### src/rtl/uart_tx_arbiter_if.sv
// Requester byte streams, grant vector and UART transmitter handshake shared by the arbiter.
// slave is the arbiter's view; master is the requesters' and transmitter's view.
interface uart_tx_arbiter_if #(
   parameter int NUM_REQ = 4
);
   logic [NUM_REQ-1:0]   req_valid;
   logic [8*NUM_REQ-1:0] req_data;
   logic [NUM_REQ-1:0]   req_last;
   logic [NUM_REQ-1:0]   req_ready;
   logic [NUM_REQ-1:0]   grant;
   logic                 txBusy;
   logic                 txStart;
   logic [7:0]           txData;
   logic                 arb_busy;

   modport slave (
      input  req_valid, req_data, req_last, txBusy,
      output req_ready, grant, txStart, txData, arb_busy
   );

   modport master (
      output req_valid, req_data, req_last, txBusy,
      input  req_ready, grant, txStart, txData, arb_busy
   );
endinterface

### src/rtl/uart_tx_arbiter.sv
// Round-robin sharing of one UART transmitter, grant locked per message; idle request to txStart is 3 cycles.
// req_ready only in SEND while txBusy is low, so exactly one byte is ever in flight.
module uart_tx_arbiter #(
   parameter int NUM_REQ      = 4,
   parameter int MAX_BURST    = 16,
   parameter int HOLD_TIMEOUT = 255
) (
   input  logic             clk,
   input  logic             rst,
   uart_tx_arbiter_if.slave bus
);
   localparam int IDX_W   = $clog2(NUM_REQ);
   localparam int BURST_W = $clog2(MAX_BURST + 1);
   localparam int HOLD_W  = $clog2(HOLD_TIMEOUT + 1);

   typedef enum logic [1:0] {
      S_IDLE,
      S_SEND,
      S_WAIT_ACK,
      S_WAIT_DONE
   } state_t;

   state_t               r_state;
   logic [NUM_REQ-1:0]   r_grant;
   logic [IDX_W-1:0]     r_gidx;
   logic [IDX_W-1:0]     r_last_owner;
   logic [BURST_W-1:0]   r_burst_cnt;
   logic [HOLD_W-1:0]    r_hold_cnt;
   logic                 r_last_flag;
   logic                 r_txStart;
   logic [7:0]           r_txData;
   logic                 r_arb_busy;

   logic                 w_sel_found;
   logic [IDX_W-1:0]     w_sel_idx;
   logic [IDX_W-1:0]     w_cand;
   logic [NUM_REQ-1:0]   w_sel_onehot;
   logic                 w_gvalid;
   logic                 w_glast;
   logic [7:0]           w_gdata;
   logic                 w_send_open;
   logic                 w_xfer;
   logic                 w_burst_done;
   logic                 w_hold_expire;

   // Search starts just after the previous owner, so the last winner is considered last.
   always_comb begin
      w_sel_found  = 1'b0;
      w_sel_idx    = '0;
      w_cand       = '0;
      w_sel_onehot = '0;
      for (int k = 1; k <= NUM_REQ; k++) begin
         w_cand = IDX_W'((int'(r_last_owner) + k) % NUM_REQ);
         if (!w_sel_found && bus.req_valid[w_cand]) begin
            w_sel_found = 1'b1;
            w_sel_idx   = w_cand;
         end
      end
      for (int i = 0; i < NUM_REQ; i++) begin
         if (w_sel_idx == IDX_W'(i)) begin
            w_sel_onehot[i] = 1'b1;
         end
      end
   end

   always_comb begin
      w_gdata = '0;
      for (int i = 0; i < NUM_REQ; i++) begin
         if (r_grant[i]) begin
            w_gdata = w_gdata | bus.req_data[8*i +: 8];
         end
      end
   end

   assign w_gvalid      = |(bus.req_valid & r_grant);
   assign w_glast       = |(bus.req_last & r_grant);
   assign w_send_open   = (r_state == S_SEND) && !bus.txBusy;
   assign w_xfer        = w_send_open && w_gvalid;
   assign w_burst_done  = (r_burst_cnt == BURST_W'(MAX_BURST));
   // The idle cycle that brings hold_cnt up to HOLD_TIMEOUT is the one that releases.
   assign w_hold_expire = (r_hold_cnt >= HOLD_W'(HOLD_TIMEOUT - 1));

   assign bus.req_ready = w_send_open ? r_grant : '0;
   assign bus.grant     = r_grant;
   assign bus.txStart   = r_txStart;
   assign bus.txData    = r_txData;
   assign bus.arb_busy  = r_arb_busy;

   always_ff @(posedge clk or negedge rst) begin
      if (!rst) begin
         r_state      <= S_IDLE;
         r_grant      <= '0;
         r_gidx       <= '0;
         r_last_owner <= IDX_W'(NUM_REQ - 1);
         r_burst_cnt  <= '0;
         r_hold_cnt   <= '0;
         r_last_flag  <= 1'b0;
         r_txStart    <= 1'b0;
         r_txData     <= 8'h00;
         r_arb_busy   <= 1'b0;
      end else begin
         r_txStart <= 1'b0;
         case (r_state)
            S_IDLE: begin
               if (w_sel_found) begin
                  r_grant     <= w_sel_onehot;
                  r_gidx      <= w_sel_idx;
                  r_burst_cnt <= '0;
                  r_hold_cnt  <= '0;
                  r_arb_busy  <= 1'b1;
                  r_state     <= S_SEND;
               end
            end
            S_SEND: begin
               if (w_xfer) begin
                  r_txData    <= w_gdata;
                  r_txStart   <= 1'b1;
                  r_last_flag <= w_glast;
                  r_hold_cnt  <= '0;
                  if (!w_burst_done) begin
                     r_burst_cnt <= r_burst_cnt + BURST_W'(1);
                  end
                  r_state     <= S_WAIT_ACK;
               end else if (!w_gvalid) begin
                  if (w_hold_expire) begin
                     r_hold_cnt   <= HOLD_W'(HOLD_TIMEOUT);
                     r_last_owner <= r_gidx;
                     r_grant      <= '0;
                     r_arb_busy   <= 1'b0;
                     r_state      <= S_IDLE;
                  end else begin
                     r_hold_cnt <= r_hold_cnt + HOLD_W'(1);
                  end
               end
            end
            S_WAIT_ACK: begin
               if (bus.txBusy) begin
                  r_state <= S_WAIT_DONE;
               end
            end
            S_WAIT_DONE: begin
               if (!bus.txBusy) begin
                  // End of message and burst exhaustion in the same byte give one release.
                  if (r_last_flag || w_burst_done) begin
                     r_last_owner <= r_gidx;
                     r_grant      <= '0;
                     r_arb_busy   <= 1'b0;
                     r_state      <= S_IDLE;
                  end else begin
                     r_state <= S_SEND;
                  end
               end
            end
            default: begin
               r_state <= S_IDLE;
            end
         endcase
      end
   end
endmodule

### src/flat_wrapper.sv
// flat-port wrapper written by rule: the top's interface ports become plain ports
module uart_tx_arbiter_flat 
#(
   parameter int NUM_REQ      = 4,
   parameter int MAX_BURST    = 16,
   parameter int HOLD_TIMEOUT = 255
)
  (clk, rst, bus_req_valid, bus_req_data, bus_req_last, bus_txBusy, bus_req_ready, bus_grant, bus_txStart, bus_txData, bus_arb_busy);
  uart_tx_arbiter_if #(.NUM_REQ(NUM_REQ)) bus_i ();
  input  logic clk;
  input  logic rst;
  input wire logic [$bits(bus_i.req_valid)-1:0] bus_req_valid;
  input wire logic [$bits(bus_i.req_data)-1:0] bus_req_data;
  input wire logic [$bits(bus_i.req_last)-1:0] bus_req_last;
  input wire logic [$bits(bus_i.txBusy)-1:0] bus_txBusy;
  output wire logic [$bits(bus_i.req_ready)-1:0] bus_req_ready;
  output wire logic [$bits(bus_i.grant)-1:0] bus_grant;
  output wire logic [$bits(bus_i.txStart)-1:0] bus_txStart;
  output wire logic [$bits(bus_i.txData)-1:0] bus_txData;
  output wire logic [$bits(bus_i.arb_busy)-1:0] bus_arb_busy;
  assign bus_i.req_valid = bus_req_valid;
  assign bus_i.req_data = bus_req_data;
  assign bus_i.req_last = bus_req_last;
  assign bus_i.txBusy = bus_txBusy;
  assign bus_req_ready = bus_i.req_ready;
  assign bus_grant = bus_i.grant;
  assign bus_txStart = bus_i.txStart;
  assign bus_txData = bus_i.txData;
  assign bus_arb_busy = bus_i.arb_busy;
  uart_tx_arbiter #(.NUM_REQ(NUM_REQ), .MAX_BURST(MAX_BURST), .HOLD_TIMEOUT(HOLD_TIMEOUT)) u_core (.clk(clk), .rst(rst), .bus(bus_i));
endmodule
### config.mk
export PLATFORM = sky130hd
export DESIGN_NAME = uart_tx_arbiter_flat
export DESIGN_NICKNAME = d
export VERILOG_FILES = /design/src/rtl/uart_tx_arbiter_if.sv /design/src/rtl/uart_tx_arbiter.sv /design/src/flat_wrapper.sv
export SDC_FILE = /design/constraint.sdc
export NUM_CORES = 1
export LEC_CHECK = 0
export BUFFER_PORTS_ARGS = -buffer_cell sky130_fd_sc_hd__clkbuf_2
export CORE_ASPECT_RATIO = 0.9
export CORE_UTILIZATION = 50
export CTS_CLUSTER_SIZE = 24
export DETAILED_ROUTE_END_ITERATION = 7
export MAX_ROUTING_LAYER = met4
export PLACE_DENSITY = 0.74
export SLEW_MARGIN = 20
export SYNTH_ARGS = -nofsm -noshare
export SYNTH_HDL_FRONTEND = slang
export SYNTH_SLANG_ARGS = --single-unit
### constraint.sdc
create_clock -name clk -period 2.5 [get_ports clk]
set_input_delay 0.5 -clock clk [delete_from_list [all_inputs] [get_ports clk]]
set_output_delay 0.5 -clock clk [all_outputs]
set_load 0.1 [all_outputs]
### Word level (Yosys, flattened, before mapping)

Cells that the tools add are included.

| word-level totals | value |
|---|---|
| register bits after elaboration | 34 |
| bits of input ports | 43 |
| logic and storage cells | 132 |

| operators by class | value |
|---|---|
| $add $sub $neg | 6 |
| magnitude comparators | 5 |
| equal/unequal tests | 18 |
| multiplexer cells | 64 |
| bitwise operators | 5 |
| reduce and logical (&&, ||, !) cells | 24 |

Operators with widths:

| kind | number |
|---|---|
| 8-bit two-way mux | 8 |
| 2-bit two-way mux | 15 |
| 4-bit two-way mux | 7 |
| 8-bit OR | 3 |
| 1-bit two-way mux | 21 |
| 8-bit case mux with 2 select lines | 1 |
| 5-bit two-way mux | 3 |
| 2-bit by 3-bit < comparator with 1-bit output (second input constant) | 4 |
| 4-bit case mux with 3 select lines | 1 |
| 2-bit inequality test (second input constant) | 5 |
| 5-bit case mux with 2 select lines | 1 |
| 8-bit by 1-bit adder with 8-bit output (second input constant) | 1 |
| 4-bit bitwise AND | 2 |
| 1-bit binary-select mux with 2-bit select | 4 |
| 2-bit equality test (second input constant) | 4 |
| 8-bit >= comparator (second input constant) | 1 |
| 2-bit by 1-bit inequality test with 1-bit output (second input constant) | 4 |
| 2-bit case mux with 4 select lines | 1 |
| 4-bit OR reduction | 2 |
| 7-bit AND reduction | 1 |
| 6-bit AND reduction | 1 |
| 5-bit by 1-bit adder with 5-bit output (second input constant) | 1 |
| 5-bit equality test (second input constant) | 1 |
| 1-bit logical AND | 5 |
| 16 further kinds | 25 |

### Logic depth before layout (Yosys ltp)

Gate-level depths: netlist of run 1.

| depth | value |
|---|---|
| depth after elaboration | 17 |
| depth in mapped cells | 8 |

### Worst setup path after synthesis of run 1

No wires, ideal clock.

| timing | value |
|---|---|
| path kind | reg2out |
| start | register u_core.r_grant[1] (netlist: u_core.bus.grant[1]) |
| end | output port bus_req_ready[1] |
| data arrival time | 2.098 ns |
| data required time | 2.000 ns |
| path slack | -0.098 ns |
| stages on the path, launching flop included | 3 |
| buffers on the path | 1 |
| cells stage by stage | dfrtp_1 > clkbuf_1 > and2_1 |

| between the ends | value |
|---|---|
| word-level cells in the longest chain between the ends | 1 |

RTL lines:

| item | line | text |
|---|---|---|
| start: declaration | uart_tx_arbiter.sv:24 | `logic [NUM_REQ-1:0] r_grant;` |
| start signal: assignment | uart_tx_arbiter.sv:106 | `r_grant <= w_sel_onehot;` |
| 4-bit two-way mux | uart_tx_arbiter.sv:83 | `assign bus.req_ready = w_send_open ? r_grant : '0;` |
| end: declaration | flat_wrapper.sv:16 | `output wire logic [$bits(bus_i.req_ready)-1:0] bus_req_ready;` |

No other way between the ends.

==> results of run 1 <==
-- logic make-up (layout without fill, tap and decap cells) --
family          count (synthesis)  after routing  synth area share, %
mux                            12             12                 6.83
compound gates                 76             76                 26.2
flops                          34             34                 38.5
buf+inv                        25             83                 8.13
fa+ha+maj                       4              4                 2.26
simple gates                   73             73                 18.1
-- metal layers --
| metal | track usage [%] | wire length (um) |
|---|---|---|
| met5 | - | 0 |
| met4 | 6.13 | 27 |
| met3 | 5.37 | 277 |
| met2 | 36.7 | 2270 |
| met1 | 30.0 | 2260 |
-- cell type report --
class,count,area (sq um)
Sequential cell,34,857
Fill cell,349,1520
Multi-Input combinational cell,165,1180
Inverter,12,45.0
Tap cell,60,75.1
Clock buffer,6,82.6
Timing Repair Buffer,63,333
Clock inverter,2,60.1
-- power groups by stage --
stage	Sequential, mW	Combinational, mW	Clock (mW)
after global routing	1.05	2.05	0.663
after detailed placement	1.03	1.90	0
after CTS	1.02	1.91	0.642
final	1.02	1.90	0.630
after global placement	1.02	1.87	0
after floorplan	1.62	1.00	0
-- cells in the final DEF, fill, tap and decap left out, types with 7 or more instances in the layout --
master    synthesis  final
a22oi_1          18     18
a31oi_1           9      9
buf_4             1      7
clkbuf_2          0     56
dfrtp_1          32     29
inv_1            12     12
nand2_1          13     13
nand3_1          11     11
nor2_1           17     17
o21ai_0          18     18
-- flip-flops by register name, summed over array words and instances, names as in the netlist, named ones only --
signal and flops:
u_core.r_burst_cnt 5, u_core.r_last_owner 2, u_core.bus.txData 8, u_core.bus.arb_busy 1
u_core.r_state 1, u_core.bus.txStart 1, u_core.r_last_flag 1, u_core.bus.grant 4
u_core.r_hold_cnt 8, u_core.r_gidx 2
-- cell usage after synthesis, types with 2 or more instances --
cell      number
dfrtp_1       32
a21o_1         3
nand2_1       13
o22ai_1        2
a211oi_1       2
buf_6          4
a21oi_1        6
a22oi_4        2
a22o_1         3
o21ai_0       18
nand2b_1       2
and2_1         4
a22oi_1       18
mux2i_1        5
and3_1         4
nor3b_1        2
mux2_4         3
inv_1         12
clkbuf_8       5
or3_1          2
nand3_1       11
nor2b_1        5
dfstp_2        2
nor2_1        17
a31oi_1        9
nor3_2         3
nor3_1         2
nor4_1         3
ha_1           4
buf_2          2
mux2_1         2
-- final timing paths --
check,from,endpoint,slack [ps],depth (start not counted)
max,flip-flop,bus_req_ready[1],290,3
min,rst,u_core.bus.txData[0],290,1
max reg2reg,u_core.r_last_owner[1],u_core.bus.grant[2],530,5
min reg2reg,u_core.r_gidx[1],u_core.r_last_owner[1],510,1
max in group asynchronous,rst,u_core.bus.grant[2],1640,1
min in group clk,u_core.r_gidx[1],u_core.r_last_owner[1],510,1
==> summary.md, run 1 <==
| Metric | Value |
|---|---|
| Actual slew at the worst max-slew pin | `815 ps` |
| Fin crit period | `2210 ps` |
| Share of layout cells above drive strength 1 | `35.5%` |
| Total power draw | `roughly 3.6 mW` |
| Core Area | `4160 sq um` |
| Syn Area/Cell | `between 9 and 10 sq um` |
| Async SR Flop Fraction | `100%` |
| Crit path max-delay family | `simple AND/OR/NAND/NOR gates` |
| Placed Instances | `334` |
| Clock Skews | `between 8 and 9 ps` |
| Setup ws final | `293 ps` |
| Clock power share | `17.7%` |
| Drc violations | `0` |
| Crit end category | `output pin` |
| Starting density of the core | `about 53%` |
| Final Cycle Share | `88.3%` |
| Worst rel slew slack | `45.7%` |
| Post-layout util | `63.5%` |
| WP data arrival | `1710 ps` |
| Die height | `65.2 um` |
| Antenna cells | `0` |
| Setup CP Type | `reg2out` |
| Root Buffer | `clkbuf_8` |
| Syn nets | `271` |
| Seq pwr share | `28.8%` |
| PortBufs | `60` |
| Mapped cell area | `2220 sq um` |
| Maximum vdd ir drop | `0.000820 V` |
| Cell taking the most area after synthesis | `dfrtp_1` |
| Skew-Pair Late Insertion Delay | `~290 ps` |
| H-tree levels | `2` |
| NetSw | `1.83 mW` |
| Slew Limit Fails | `0` |
| Die area | `about 4700 sq um` |
| Final Hold Viols | `0` |
| TritonCTS buffer count | `5` |
| Pin count of the biggest net entering global routing | `35` |
| EDFF count, synth | `0` |
| Max FO, Critical Path | `15` |
| Synth warn | `0` |
| Leak Pwr | `between 1 and 1.5 nW` |
| WP data required | `2000 ps` |
| Synth cell types | `53` |
| Drt initial violations | `127` |
| # hold bufs at CTS | `0` |
| Synth area leaders | `dfrtp_1 36%, a22oi_1 6.1%, o21ai_0 4.1%` |
| WP buf/inv | `1` |
| Power per cell area | `1350 nW/um^2` |
| Width of the die | `between 70 and 80 um` |
| Dominant synthesized flop cell | `dfrtp_1` |
| Placed cell areas | `2490 sq um` |
| Crit-path cells | `nor3_2 -> and2_2 -> buf_4` |
| Cell area after layout | `about 2600 sq um` |
| Gr ovfl total | `0` |
| # IOs | `61` |
| Vias in the first global route | `1,816` |
| RSZ-0062 raised after global routing | `no` |
| Global-route wire length before repair | `between 8000 and 9000 um` |
| CTS sink cnt | `34` |
| CTS tree | `yes` |
| GRT Util Overall | `around 23%` |
| Final #Nets | `328` |
| Critical-path top delay cell | `dfrtp_1` |
| DRT antenna net count | `0` |
| Max stage delay on crit path | `570 ps` |
| Crit start category | `flip-flop` |
| Post-DP HPWL | `3520 um` |
| DP Worst Slack | `around 500 ps` |
| Post-CTS Setup Repair Bufs | `0` |
| Setup violators final | `0` |
| GP Congestion | `0.848` |
| Maxcap violations | `0` |
| Setup TNS | `0 ps` |
| TritonRoute pass-1 iters | `4` |
| Seq/Total Area, Yosys | `38.5%` |
| Status | `completed` |
| Area added between synthesis and finish | `19.0%` |
| CTS resizes | `0` |
| Via density | `between 5 and 6` |
| Post-Route WL | `approximately 4800 um` |
| Register bit total from synthesis | `34` |
| Antenna violations before repair | `0` |
| Fmax | `0.453 GHz` |
| Detailed-route wire length per cell | `14.1 um` |
| Syn Inst Count | `224` |
| Share of the synthesized area in the top cell type | `36.1%` |
| Switching power share of the total | `51.6%` |
| Hold_ws | `291 ps` |
| Clk buf depth | `2` |
| Clock transition at path regs | `70 ps` |
| Via count | `1,935` |
| Combinational Power Share | `53.5%` |
| Cell Count, Final, Fillers Out | `~340` |
| Std cell rows | `22` |
| Int Power | `1.72 mW` |
| HP Class | `in2async` |
(Power assumes the default switching activity.)
==> run 2, diff against run 1 <==
--- a/config.mk
+++ b/config.mk
@@ -11,7 +11,7 @@
 export CTS_CLUSTER_SIZE = 24
 export DETAILED_ROUTE_END_ITERATION = 7
 export MAX_ROUTING_LAYER = met4
-export PLACE_DENSITY = 0.74
+export PLACE_DENSITY = 0.87
 export SLEW_MARGIN = 20
 export SYNTH_ARGS = -nofsm -noshare
 export SYNTH_HDL_FRONTEND = slang
==> run 2 against run 1 <==
Maximum frequency is 1.2% lower. Clock power is 33% lower. Hold slack better by 9.5 ps. Register-to-register slack worse by 20 ps. Die area stayed put. Sequential cell count stayed put. Clock skew is 3.1 ps lower. Via count is 0.21% higher. Power is 5.9% lower. Global-route usage is 0.37 points lower. Setup slack worse by 27 ps. Critical path type unchanged. Largest cell class unchanged. Largest power group unchanged.
==> summary.md, run 2 (synthesis gave the netlist of run 1 again) <==
| Metric | Value |
|---|---|
| Combinational Power Share | `56.7% (+3.2 points)` |
| PortBufs | `60 (unchanged)` |
| Setup CP Type | `reg2out` |
| Layout fillers | `325 (-6.9%)` |
| Post-Route WL | `4980 um (+3.0%)` |
| # IOs | `61 (unchanged)` |
| WP buf/inv | `2 (+1)` |
| Status | `completed` |
| Max FO, Critical Path | `13 (-2)` |
| Drc violations | `0 (unchanged)` |
| Int Power | `1.51 mW (-12%)` |
| NetSw | `1.83 mW (-0.24%)` |
| Area added between synthesis and finish | `16.5%` |
| Clock power share | `12.5% (-5.2 points)` |
| Final Cycle Share | `89.4% (+1.1 points)` |
| Die height | `65.2 um (unchanged)` |
| Pin count of the biggest net entering global routing | `35 (unchanged)` |
| Power per cell area | `1290 nW/um^2 (-4.0%)` |
| Clk buf depth | `2 (unchanged)` |
| CTS sink cnt | `34 (unchanged)` |
| WP data arrival | `1730 ps (+20 ps)` |
| Vias in the first global route | `1,781 (-1.9%)` |
| Crit start category | `flip-flop` |
| Drt initial violations | `103 (-19%)` |
| Via count | `1,939 (+0.21%)` |
| HP Class | `in2async` |
| GRT Util Overall | `22.7% (-0.37 points)` |
| GP Congestion | `0.837 (-1.3%)` |
| Hold_ws | `300 ps (+9.48 ps)` |
| Most frequent cells in the layout | `56 x clkbuf_2, 28 x dfrtp_1, 18 x a22oi_1, 18 x o21ai_0, 17 x nor2_1` |
| Std cell rows | `22 (unchanged)` |
| Crit-path cells | `inv_1 -> nor3_2 -> and2_2 -> buf_4` |
| Placed cell areas | `2490 sq um (-0.30%)` |
| Slew Limit Fails | `0 (unchanged)` |
| Fmax | `0.448 GHz (-1.2%)` |
| Clock transition at path regs | `70 ps (about the same)` |
| Width of the die | `72.2 um (unchanged)` |
| Setup TNS | `0 ps (unchanged)` |
| Leak Pwr | `1.23 nW (-2.3%)` |
| Root Buffer | `clkbuf_8` |
| Antenna violations before repair | `0 (unchanged)` |
| Core Area | `4160 sq um (unchanged)` |
| H-tree levels | `2 (unchanged)` |
| Fin crit period | `2230 ps (+27.3 ps)` |
| Antenna cells | `0 (unchanged)` |
| Share of layout cells above drive strength 1 | `35.6% (+0.13 points)` |
| Starting density of the core | `53.3% (unchanged)` |
| Post-DP HPWL | `3700 um (+5.3%)` |
| CTS tree | `yes` |
| RSZ-0062 raised after global routing | `no` |
| Final Hold Viols | `0 (unchanged)` |
| TritonCTS buffer count | `5 (unchanged)` |
| DRT antenna net count | `0 (unchanged)` |
| Skew-Pair Late Insertion Delay | `290 ps (about the same)` |
| Gr ovfl total | `0 (unchanged)` |
| Maximum vdd ir drop | `0.000828 V (+1.0%)` |
| Critical-path top delay cell | `dfrtp_2` |
| WP data required | `2000 ps (about the same)` |
| Post-CTS Setup Repair Bufs | `0 (unchanged)` |
| Total power draw | `3.34 mW (-5.9%)` |
| Final #Nets | `327 (-0.30%)` |
| TritonRoute pass-1 iters | `4 (unchanged)` |
| Most common cell after layout, fill and taps aside | `clkbuf_2` |
| Seq pwr share | `30.8% (+2.0 points)` |
| Crit path max-delay family | `flip-flops` |
| Clock Skews | `5.75 ps (-3.11 ps)` |
| Switching power share of the total | `54.7% (+3.1 points)` |
| Via density | `5.69 (+0.50%)` |
| Cell area after layout | `2580 sq um (-2.0%)` |
| Global-route wire length before repair | `8020 um (-2.9%)` |
| Worst rel slew slack | `44.8% (-0.91 points)` |
| Max stage delay on crit path | `490 ps (-80 ps)` |
| Detailed-route wire length per cell | `14.6 um (+3.3%)` |
| Crit end category | `output pin` |
| Die area | `4700 sq um (unchanged)` |
| Maxcap violations | `0 (unchanged)` |
| Actual slew at the worst max-slew pin | `828 ps (+13.7 ps)` |
| Setup violators final | `0 (unchanged)` |
==> run 2: final timing paths <==
check	start	endpoint	slack, ps	cells after the start
setup / recovery	u_core.r_state[0]	bus_req_ready[1]	270	4
hold / removal	rst	u_core.r_hold_cnt[0]	300	1
setup reg to reg	u_core.r_burst_cnt[0]	u_core.bus.grant[0]	510	7
hold reg to reg	u_core.bus.arb_busy	u_core.bus.arb_busy	500	1
max in group asynchronous	rst	u_core.r_state[0]	1620	1
min in group clk	u_core.bus.arb_busy	u_core.bus.arb_busy	500	1
==> run 2: repair_timing <==
| item | in CTS | in global routing |
|---|---|---|
| endpoints found under the hold margin | 0 | 0 |
| resized for setup | 0 | 1 |
| setup endpoints to repair | 0 | 3 |
| hold buffers | 0 | 0 |
==> run 2: metal layers <==
metal	track usage [%]	wire, um	vias up
met5	-	0	-
met4	6.62	70	0
met3	4.91	335	9
met2	38.2	2350	72
met1	27.7	2230	915
li1	-	-	943
==> run 2: final cells by class <==
class	count	area, sq um	share of cell area, %
clock buffers	6	82.6	3.20
clock inverters	2	12.5	0.484
inverters	12	45.0	1.74
multi-input cells	165	1180	45.9
flip-flops and latches	34	858	33.2
well taps	60	75.1	2.91
repair buffers	62	325	12.6
==> run 2: stage by stage <==
step                std cells  utilization [%]  setup WS [ps]
floorplan                 224                -            175
global placement          333             59.8            508
detailed placement        333             59.8            441
CTS                       341             62.1            125
global route              341             62.2            168
finish                    341             62.2            266
==> run 2: power by group through the flow <==
stage / sequential (mW) / combinational [mW] / clock, mW
after CTS: 1.02 / 1.90 / 0.424
after global routing: 1.06 / 2.02 / 0.452
after detailed placement: 1.03 / 1.89 / 0
after floorplan: 1.62 / 1.00 / 0
final: 1.03 / 1.89 / 0.419
after global placement: 1.02 / 1.85 / 0
==> run 3, diff against run 2 <==
--- a/config.mk
+++ b/config.mk
@@ -6,12 +6,15 @@
 export NUM_CORES = 1
 export LEC_CHECK = 0
 export BUFFER_PORTS_ARGS = -buffer_cell sky130_fd_sc_hd__clkbuf_2
+export CELL_PAD_IN_SITES_DETAIL_PLACEMENT = 2
+export CELL_PAD_IN_SITES_GLOBAL_PLACEMENT = 2
 export CORE_ASPECT_RATIO = 0.9
-export CORE_UTILIZATION = 50
+export CORE_UTILIZATION = 32
 export CTS_CLUSTER_SIZE = 24
 export DETAILED_ROUTE_END_ITERATION = 7
 export MAX_ROUTING_LAYER = met4
-export PLACE_DENSITY = 0.87
+export PLACE_DENSITY = 0.9
+export SETUP_SLACK_MARGIN = 0.4
 export SLEW_MARGIN = 20
 export SYNTH_ARGS = -nofsm -noshare
 export SYNTH_HDL_FRONTEND = slang
==> run 3 against run 2 <==
Power grew 5.3%. Via count grew 3.5%. Sequential power is essentially flat. Clock skew grew 0.82 ps. Sequential cell count is the same. Routed wire length grew 40%. Sequential share of layout area shrank 1.5 points. Final area grew 5.3%.
==> summary.md, run 3 (synthesis gave the netlist of run 1 again) <==
| Metric | Value |
|---|---|
| Status | `completed` |
| Cell Count, Final, Fillers Out | `376 (+10%)` |
| RSZ-0062 raised after global routing | `no` |
| Maxcap violations | `0 (unchanged)` |
| Actual slew at the worst max-slew pin | `881 ps (+52.2 ps)` |
| Worst rel slew slack | `40.8% (-3.9 points)` |
| HP Class | `in2async` |
| Die height | `81.0 um (+24%)` |
| Max FO, Critical Path | `5 (-8)` |
| Final #Nets | `332 (+1.5%)` |
| CTS sink cnt | `34 (unchanged)` |
| Gr ovfl total | `0 (unchanged)` |
| Via count | `2,007 (+3.5%)` |
| Clock transition at path regs | `70 ps (about the same)` |
| Global-route wire length before repair | `11,800 um (+47%)` |
| Antenna cells | `0 (unchanged)` |
| Post-Route WL | `6990 um (+40%)` |
| H-tree levels | `2 (unchanged)` |
| Footprint of the multi-input gates | `1190 sq um (+0.84%)` |
| Fin crit period | `1990 ps (-246 ps)` |
| Setup violators final | `0 (unchanged)` |
| Power per cell area | `1290 nW/um^2 (about the same)` |
| Seq pwr share | `29.0% (-1.8 points)` |
| Crit start category | `flip-flop` |
| Crit end category | `flip-flop` |
| Slew Limit Fails | `0 (unchanged)` |
| Post-DP HPWL | `5220 um (+41%)` |
| Flop2flop setup slack | `510 ps (about the same)` |
| Critical Path Source | `u_core.r_burst_cnt[0]` |
| # IOs | `61 (unchanged)` |
| R2R Path Start | `u_core.r_burst_cnt[0]` |
| GP Congestion | `0.787 (-6.0%)` |
| Clock Skews | `6.57 ps (+0.820 ps)` |
| Std cell rows | `28 (+27%)` |
| Fmax | `0.503 GHz (+12%)` |
| CTS tree | `yes` |
| Int Power | `1.57 mW (+3.8%)` |
| Layout fillers | `724 (+120%)` |
| Antenna violations before repair | `0 (unchanged)` |
| TritonRoute pass-1 iters | `4 (unchanged)` |
| Maximum vdd ir drop | `0.000370 V (-55%)` |
| Share of layout cells above drive strength 1 | `38.1% (+2.5 points)` |
| Final Hold Viols | `0 (unchanged)` |
| WP data arrival | `2160 ps (+430 ps)` |
| Die area | `7270 sq um (+54%)` |
| TritonCTS buffer count | `5 (unchanged)` |
| PortBufs | `60 (unchanged)` |
| Setup TNS | `0 ps (unchanged)` |
| Most common cell after layout, fill and taps aside | `clkbuf_2` |
| GRT Util Overall | `21.4% (-1.4 points)` |
| WP data required | `2670 ps (+670 ps)` |
| Leak Pwr | `1.27 nW (+2.9%)` |
| Placed Instances | `366 (+9.9%)` |
| Drc violations | `0 (unchanged)` |
| Clock power share | `12.2% (-0.3 points)` |
| Core Area | `6620 sq um (+59%)` |
| Root Buffer | `clkbuf_8` |
| DRT antenna net count | `0 (unchanged)` |
| Pin count of the biggest net entering global routing | `22 (-37%)` |
| Combinational Power Share | `58.8% (+2.1 points)` |
| Area added between synthesis and finish | `22.7%` |
| Detailed-route wire length per cell | `18.6 um (+27%)` |
| Skew-Pair Late Insertion Delay | `290 ps (about the same)` |
| Most frequent cells in the layout | `56 x clkbuf_2, 26 x dfrtp_1, 18 x a22oi_1, 18 x o21ai_0, 17 x nor2_1` |
| Clk buf depth | `2 (unchanged)` |
| Switching power share of the total | `55.3% (+0.66 points)` |
| Setup CP Type | `reg2reg` |
| Worst reg2reg path depth | `7 (unchanged)` |
| Width of the die | `89.7 um (+24%)` |
| Vias in the first global route | `2,261 (+27%)` |
| Starting density of the core | `33.5% (-20 points)` |
| # hold bufs at CTS | `0 (unchanged)` |
| Final Cycle Share | `79.5% (-9.8 points)` |
| NetSw | `1.95 mW (+6.6%)` |
| Sequential cell area | `863 sq um (+0.58%)` |
| Reg-to-Reg End | `u_core.bus.grant[0]` |
| Via density | `5.34 (-6.1%)` |
| Drt initial violations | `54 (-48%)` |
## run 3: changes by cell type in the layout (fill, tap and decap cells not counted), sizes merged
cell      change
clkinvlp      -1
buf           +5
clkbuf        +1
## run 3: how the worst max path moves through the flow
| stage | endpoint | depth (start not counted) |
|---|---|---|
| floorplan | bus_req_ready[1] | 2 |
| global placement | u_core.bus.grant[3] | 6 |
| detailed placement | u_core.bus.grant[0] | 6 |
| CTS | bus_req_ready[0] | 3 |
| global route | u_core.r_burst_cnt[4] | 7 |
| finish | u_core.bus.grant[0] | 7 |
## run 3: power groups by stage
| stage | logic [mW] | clock network, mW | registers [mW] |
|---|---|---|---|
| detailed placement | 2.00 | 0 | 1.07 |
| global route | 2.21 | 0.467 | 1.06 |
| floorplan | 1.00 | 0 | 1.62 |
| global placement | 1.92 | 0 | 1.04 |
| CTS | 2.05 | 0.443 | 1.05 |
| finish | 2.07 | 0.428 | 1.02 |
## run 3: through the flow
step	hold WS [ps]	setup WS (ps)	area [sq um]	util [%]	total power, mW
4_1_cts	132	429	2710	40.9	3.54
6_report	130	512	2720	41.1	3.52
5_1_grt	144	391	2720	41.1	3.73
2_1_floorplan	204	463	2230	-	2.62
3_3_place_gp	440	531	2600	39.3	2.96
3_5_place_dp	446	442	2600	39.3	3.06
## run 3: metal layers
metal  vias to the layer above  part of all wire [%]  GRT usage (%)
li1                        948                     -              -
met1                       992                    46           25.1
met2                        63                    50           38.8
met3                         4                   4.1           3.84
met4                         0                  0.50           4.10
met5                         -                     0              -
## run 3: layout make-up
cell class                      instances  area share, %
Clock buffer                            7           3.17
Clock inverter                          1          0.184
Inverter                               12           1.66
Multi-Input combinational cell        165           43.9
Sequential cell                        34           31.7
Tap cell                               90           4.14
Timing Repair Buffer                   67           15.2
## run 3: worst max-delay path, cell delays in order (launching register included)
cell and delay [ps]:
dfrtp_1 420, inv_1 60, ha_1 220, and4bb_2 280, nor2_1 160, o22ai_1 150, o21ai_4 260, mux2_4 330
## run 3: what timing repair did
item / in CTS / in global routing
resized for setup: 3 / 1
setup endpoints to repair: 4 / 4
hold endpoints to repair: 0 / 0
setup buffers: 1 / 1
pin swaps: 0 / 1
